[config.mk]
export PLATFORM = sky130hd
export DESIGN_NAME = ca4_frame_ctrl
export DESIGN_NICKNAME = d
export VERILOG_FILES = /design/src/rtl/ca4_frame_ctrl.sv
export SDC_FILE = /design/constraint.sdc
export NUM_CORES = 1
export LEC_CHECK = 0
export ABC_AREA = 0
export BUFFER_PORTS_ARGS = -buffer_cell sky130_fd_sc_hd__buf_2
export CORE_MARGIN = 1
export CORE_UTILIZATION = 40
export CTS_CLUSTER_DIAMETER = 100
export DETAILED_ROUTE_END_ITERATION = 8
export SETUP_SLACK_MARGIN = 0.1
export SLEW_MARGIN = 20
export SYNTH_ARGS = -nofsm -noshare
export SYNTH_HDL_FRONTEND = slang
export SYNTH_SLANG_ARGS = --single-unit
[constraint.sdc]
create_clock -name CLK -period 1.8 [get_ports CLK]
set_clock_uncertainty 0.05 [all_clocks]
set_input_delay 0.09 -clock CLK [delete_from_list [all_inputs] [get_ports CLK]]
set_output_delay 0.09 -clock CLK [all_outputs]
set_load 0.02 [all_outputs]
[src/rtl/ca4_frame_ctrl.sv]
// Framed serial loader for a ROWS x COLS matrix: start bit, row-major data, stop bit, valid/ready hand-off.
// Optional even-parity field between data and stop is compiled in with `define CA4_PARITY_EN.
module ca4_frame_ctrl #(
    parameter int ROWS  = 4,
    parameter int COLS  = 4,
    parameter int CNT_W = 5
) (
    input  logic                          CLK,
    input  logic                          RST,
    input  logic                          serIn,
    output logic [0:ROWS-1][0:COLS-1]     L,
    output logic                          lValid,
    input  logic                          lReady,
    output logic                          busy,
    output logic                          frameErr,
    output logic                          overrun
);

    localparam int NBITS = ROWS * COLS;
    localparam int IDX_W = (NBITS > 1) ? $clog2(NBITS) : 1;
    localparam logic [CNT_W-1:0] LAST_CNT = CNT_W'(NBITS - 1);

    typedef enum logic [2:0] {
        ST_IDLE   = 3'd0,
        ST_DATA   = 3'd1,
        ST_PARITY = 3'd2,
        ST_STOP   = 3'd3,
        ST_HOLD   = 3'd4
    } state_t;

`ifdef CA4_PARITY_EN
    // Even parity over data plus the received parity bit must reduce to zero.
    function automatic logic parity_ok(input logic [0:NBITS-1] data, input logic pbit);
        return ~((^data) ^ pbit);
    endfunction
`endif

    state_t                       state_r, state_nxt_s;
    logic                         armed_r, armed_nxt_s;
    logic [CNT_W-1:0]             count_r, count_nxt_s;
    logic [0:NBITS-1]             shadow_r, shadow_nxt_s;
    logic [0:ROWS-1][0:COLS-1]    l_r, l_nxt_s;
    logic                         lvalid_r, lvalid_nxt_s;
    logic                         ferr_r, ferr_nxt_s;
    logic                         overrun_r, overrun_nxt_s;

    // Next-state and datapath decode for the framing sequencer.
    always_comb begin
        state_nxt_s   = state_r;
        armed_nxt_s   = armed_r;
        count_nxt_s   = count_r;
        shadow_nxt_s  = shadow_r;
        l_nxt_s       = l_r;
        lvalid_nxt_s  = lvalid_r;
        ferr_nxt_s    = 1'b0;
        overrun_nxt_s = overrun_r;

        case (state_r)
            ST_IDLE: begin
                // A start bit only counts once the line has been seen idle-high.
                if (serIn) begin
                    armed_nxt_s = 1'b1;
                end else if (armed_r) begin
                    state_nxt_s = ST_DATA;
                    count_nxt_s = {CNT_W{1'b0}};
                end else begin
                    armed_nxt_s = 1'b0;
                end
            end
            ST_DATA: begin
                shadow_nxt_s[count_r[IDX_W-1:0]] = serIn;
                count_nxt_s = count_r + CNT_W'(1);
                if (count_r == LAST_CNT) begin
`ifdef CA4_PARITY_EN
                    state_nxt_s = ST_PARITY;
`else
                    state_nxt_s = ST_STOP;
`endif
                end else begin
                    state_nxt_s = ST_DATA;
                end
            end
            ST_PARITY: begin
`ifdef CA4_PARITY_EN
                if (parity_ok(shadow_r, serIn)) begin
                    state_nxt_s = ST_STOP;
                end else begin
                    ferr_nxt_s  = 1'b1;
                    armed_nxt_s = 1'b0;
                    state_nxt_s = ST_IDLE;
                end
`else
                armed_nxt_s = 1'b0;
                state_nxt_s = ST_IDLE;
`endif
            end
            ST_STOP: begin
                if (serIn) begin
                    l_nxt_s      = shadow_r;
                    lvalid_nxt_s = 1'b1;
                    state_nxt_s  = ST_HOLD;
                end else begin
                    ferr_nxt_s  = 1'b1;
                    armed_nxt_s = 1'b0;
                    state_nxt_s = ST_IDLE;
                end
            end
            ST_HOLD: begin
                // Bits arriving while the consumer stalls are dropped, not shifted.
                if (lReady) begin
                    lvalid_nxt_s = 1'b0;
                    armed_nxt_s  = 1'b0;
                    state_nxt_s  = ST_IDLE;
                end else if (!serIn) begin
                    overrun_nxt_s = 1'b1;
                end else begin
                    overrun_nxt_s = overrun_r;
                end
            end
            default: begin
                armed_nxt_s = 1'b0;
                state_nxt_s = ST_IDLE;
            end
        endcase
    end

    // State and datapath registers with asynchronous clear.
    always_ff @(posedge CLK or negedge RST) begin
        if (!RST) begin
            state_r   <= ST_IDLE;
            armed_r   <= 1'b0;
            count_r   <= {CNT_W{1'b0}};
            shadow_r  <= {NBITS{1'b0}};
            l_r       <= {NBITS{1'b0}};
            lvalid_r  <= 1'b0;
            ferr_r    <= 1'b0;
            overrun_r <= 1'b0;
        end else begin
            state_r   <= state_nxt_s;
            armed_r   <= armed_nxt_s;
            count_r   <= count_nxt_s;
            shadow_r  <= shadow_nxt_s;
            l_r       <= l_nxt_s;
            lvalid_r  <= lvalid_nxt_s;
            ferr_r    <= ferr_nxt_s;
            overrun_r <= overrun_nxt_s;
        end
    end

    assign L        = l_r;
    assign lValid   = lvalid_r;
    assign frameErr = ferr_r;
    assign overrun  = overrun_r;
    assign busy     = (state_r != ST_IDLE);

endmodule

### After elaboration in Yosys (flattened, before gate mapping)

Index checks and enable logic that the tools add are counted.

| word-level totals | value |
|---|---|
| bits in registers | 44 |
| input port bits | 4 |
| output and inout port bits | 20 |
| logic and storage cells | 59 |

| operators by class | value |
|---|---|
| add/sub/neg operators | 1 |
| order comparisons | 2 |
| equality and inequality tests | 9 |
| multiplexer cells | 21 |
| bitwise operators | 4 |
| reductions and logical operators | 11 |

Operators with widths:

| kind | number |
|---|---|
| 16-bit bitwise mux | 1 |
| 3-bit AND reduction | 5 |
| 3-bit two-way mux | 4 |
| 3-bit one-hot mux with 4 select lines | 1 |
| 5-bit two-way mux | 2 |
| 2-bit != test (second input constant) | 5 |
| 5-bit one-hot mux with 2 select lines | 1 |
| 1-bit two-way mux | 8 |
| 5-bit by 1-bit adder with 5-bit output (second input constant) | 1 |
| 5-bit by 4-bit == test with 1-bit output (second input constant) | 1 |
| 5-bit >= comparator (second input constant) | 1 |
| 5-bit by 1-bit less-than comparator with 1-bit output (second input constant) | 1 |
| 4-bit NOT with 5-bit output | 1 |
| 1-bit demux with 4-bit select | 1 |
| 1-bit one-hot mux with 4 select lines | 1 |
| 2-bit nonzero test | 2 |
| 3-bit by 1-bit == test with 1-bit output (second input constant) | 1 |
| 3-bit by 2-bit == test with 1-bit output (second input constant) | 1 |
| 3-bit == test (second input constant) | 1 |
| 3-bit zero test | 1 |
| 1-bit NOT | 3 |
| 3-bit nonzero test | 1 |
| 2-bit two-way mux | 1 |
| 1-bit one-hot mux with 2 select lines | 1 |
| 2 further kinds | 2 |

### Logic depth before layout (Yosys ltp)

| logic depth | value |
|---|---|
| depth in word-level cells | 6 |
| mapped depth | 5 |
| mapped depth without buffers | 5 |

### Worst setup path after synthesis

No wires, ideal clock.

| path | value |
|---|---|
| path kind | reg-to-reg |
| start point | register state_r[1] |
| end point | register shadow_r[15] in the netlist's numbering |
| arrival | 1.238 ns |
| path slack | 0.384 ns |
| stages on the path, launching flop included | 6 |
| cells stage by stage | dfrtp_1 buf_6 nor3b_4 buf_6 nand4_1 mux2_1 |

| on the way | value |
|---|---|
| longest elaborated chain between the ends | 1 |

RTL lines:

| what | line | text |
|---|---|---|
| start: declaration | 38 | `state_t state_r, state_nxt_s;` |
| start signal: assignment | 139 | `state_r <= state_nxt_s;` |
| 3-bit by 1-bit == test with 1-bit output | 58 | `case (state_r)` |
| end signal: assignment | 133 | `shadow_r <= {NBITS{1'b0}};` |
| end signal: assignment | 142 | `shadow_r <= shadow_nxt_s;` |
| end: declaration | 41 | `logic [0:NBITS-1] shadow_r, shadow_nxt_s;` |

Every way passes these cells.
A chain may end at the register's enable or synchronous reset.

### Final worst setup path

| path | value |
|---|---|
| start point | register state_r[1] |
| end point | output busy |

| on the way | value |
|---|---|
| longest elaborated chain between the ends | 1 |

RTL lines:

| what | line | text |
|---|---|---|
| 3-bit nonzero test | 154 | `assign busy = (state_r != ST_IDLE);` |
| end: declaration | 14 | `output logic busy,` |

Every way passes these cells.

==> metrics.yaml <==
run_status:
  status: "complete, no violations"
routing:
  drt_iter0_drc: 33
  wl_per_cell_microns: 13.0
  drt_wl_total_mm: 3.19
  drt_pass1_iterations: 4
  vias: 1221
  drc: 0
  ant_nets: 0
  drt-vias-per-instance: 4.96
global_routing:
  grt_max_degree: 24
  grt_usage: 0.144
  antenna_found_initial: 0
  grt_pass1_wl_mm: 5.77
  grt_overflow: 0
  grt_pass1_vias: 1267
clock_tree:
  clk_latency_ns: 0.29
  cts-root-buf: "clkbuf_8"
  numClockSinks: 44
  cts_buffers: 5
  clock_path_buffers: 2
  cts-resized-gates: 0
  postCtsSetupBuffers: 0
  htree_levels: 2
  cts_tree: "built"
  clkTransAtPathRegs_ns: 0.08
floorplan:
  rows: 25
  dieArea_sq_um: 5300
  io_pins: 24
  fp.dieW_microns: 72.8
  initial_core_util: 0.419
  die_y_microns: 72.8
  core_sq_um: 4790
setup_path:
  crit_cells: 3
  critical_path_peak_fanout: 8
  crit_buf_inv: 2
  crit_slowest_cell: "or3_2"
  slowest_delay_ns: 0.45
  worstSetupStartpointType: "flop"
  crit_chain: "buf_4 -> or3_2 -> buf_2"
  critPathTopFamily: "simple AND/OR/NAND/NOR gates"
  reg2reg_depth: 3
  arrival_ns: 1.50
  cp.required_ns: 1.66
  path_class: "reg2out"
  crit_path_end_kind: "output port"
placed_design:
  hpwl_mm: 2.31
  place_congestion: 0.801
  io_buffers: 23
  place_ws_ns: 0.260
  place_area_sq_um: 2180
power:
  power_density_nw_per_um2: 1710
  leakagePower_nw: 1.10
  p_total_mw: 3.92
  peakVddDrop_uv: 679
sta:
  fmax_mhz: 610
  slew_headroom: 0.663
  final-hold-violation-count: 0
  tightest_slew_ns: 0.505
  worst_slack_ns: 0.160
  finalSetupTns_ns: 0
  slew_viol_final: 0
  fin_crit_ns: 1.64
  setup_violations: 0
  rsz0062_at_grt: "no"
  period_share: 0.911
cells_and_area:
  antennaDiodeCount: 0
  final_cell_area_sq_um: 2290
  fin_util: 0.479
  fin_nets: 187
  fillers: 456
  synthToLayoutAreaGrowth_pct: 14.3
  drive_gt1_frac: 0.402
yosys:
  ys_seq_area_frac: 0.549
  synth_area_sq_um: 2010
  synth_area_leaders: "dfrtp_1 (55%), mux2_2 (12%), mux2_4 (6.7%)"
  synth_flop_cell: "dfrtp_1"
  ys_types: 30
  synth.most_common_cell: "dfrtp_1"
  synth_seq_cells: 44
  postSynth.asyncResetShare: 1.00
  synth_top_area_frac: 0.549
  synth-warning-count: 0
  postSynthCellCount: 150
  syn_avg_cell_area_sq_um: 13.4
  yosys.area.top_type: "dfrtp_1"
  synth_edf_count: 0
  synth_nets: 159
  ys_top_cells_by_count: "dfrtp_1 (44), mux2_2 (22), nand3_1 (16)"
job:
  drv_cap: 0
min_path:
  hold_depth: 4
  hold_path_class: "in2reg"
## where the power goes
part	internal, mW	switching [mW]
clock	0.412	0.320
combinational	0.745	0.763
sequential	1.41	0.269
## per-stage QoR
step                      std cells  hold WS, ns
after global placement          237       0.0362
after floorplan                 150       -0.256
after global routing            246       0.0614
after detailed placement        237       0.0421
after CTS                       246       0.0380
final                           246       0.0508
## worst register-to-register path, stage by stage (launching register included)
cell and delay, ns:
dfrtp_1 0.47, nor2b_2 0.22, nand3_4 0.27, mux2_4 0.39
## sequential cells by signal (all words and copies together), names as in the netlist
name,count
count_r,5
lValid,1
overrun,1
shadow_r,16
state_r,3
L,16
frameErr,1
armed_r,1
## cell type report
type	count	area, sq um	area share
clock inverter	2	35.0	0.0153
clock buffer	6	72.6	0.0316
tap	67	83.8	0.0366
sequential	44	1100	0.480
timing repair buffer	30	183	0.0797
inverter	6	22.5	0.00982
multi-input combinational	91	796	0.347
## path summary, 6_finish.rpt
check | start | to | slack [ns]
max | state_r[1]$_DFFE_PN0P_ | busy | 0.16
min | lReady | lValid$_DFFE_PN0P_ | 0.05
max reg2reg | state_r[2]$_DFFE_PN0P_ | L[13]$_DFFE_PN0P_ | 0.28
min reg2reg | overrun$_DFFE_PN0P_ | overrun$_DFFE_PN0P_ | 0.42
max in group asynchronous | RST | count_r[0]$_DFFE_PN0P_ | 0.96
min in group asynchronous | RST | L[13]$_DFFE_PN0P_ | 0.25
## repair_timing
action,4_1_cts,5_1_grt
endpoints found under the setup margin,0,0
endpoints found under the hold margin,21,0
hold buffers,1,0
## logic make-up (layout without fill, tap and decap cells)
kind of cell | count (synthesis) | after routing | synth area share
adder cells (fa/ha/maj) | 5 | 5 | 0.0312
flip-flops | 44 | 44 | 0.549
AO/OA/AOI/OAI | 13 | 13 | 0.0399
AND/OR/NAND/NOR | 41 | 41 | 0.129
buffers and inverters | 15 | 44 | 0.0549
multiplexers | 32 | 32 | 0.196
## placed cells by master (no fill, tap or decap), types with 2 or more instances in the layout
master / netlist / final
a31oi_1: 2 / 2
nand3b_1: 3 / 3
inv_1: 6 / 6
mux2_2: 22 / 22
nor2b_1: 4 / 4
dfrtp_1: 44 / 44
buf_4: 1 / 5
buf_2: 0 / 23
clkbuf_8: 2 / 5
ha_1: 5 / 5
nand4_1: 4 / 4
o211ai_1: 2 / 2
nand3_1: 16 / 16
o21ai_0: 6 / 6
nand2_1: 3 / 3
nor2_1: 3 / 3
mux2_4: 9 / 9
## routing by layer
layer / track usage / share of wire / vias up
li1: - / - / 585
met5: 0 / 0 / -
met3: 0.0373 / 0.029 / 5
met4: 0.0588 / 0.015 / 0
met1: 0.183 / 0.48 / 610
met2: 0.234 / 0.47 / 21
No activity file was read; power rests on OpenSTA's default activity.
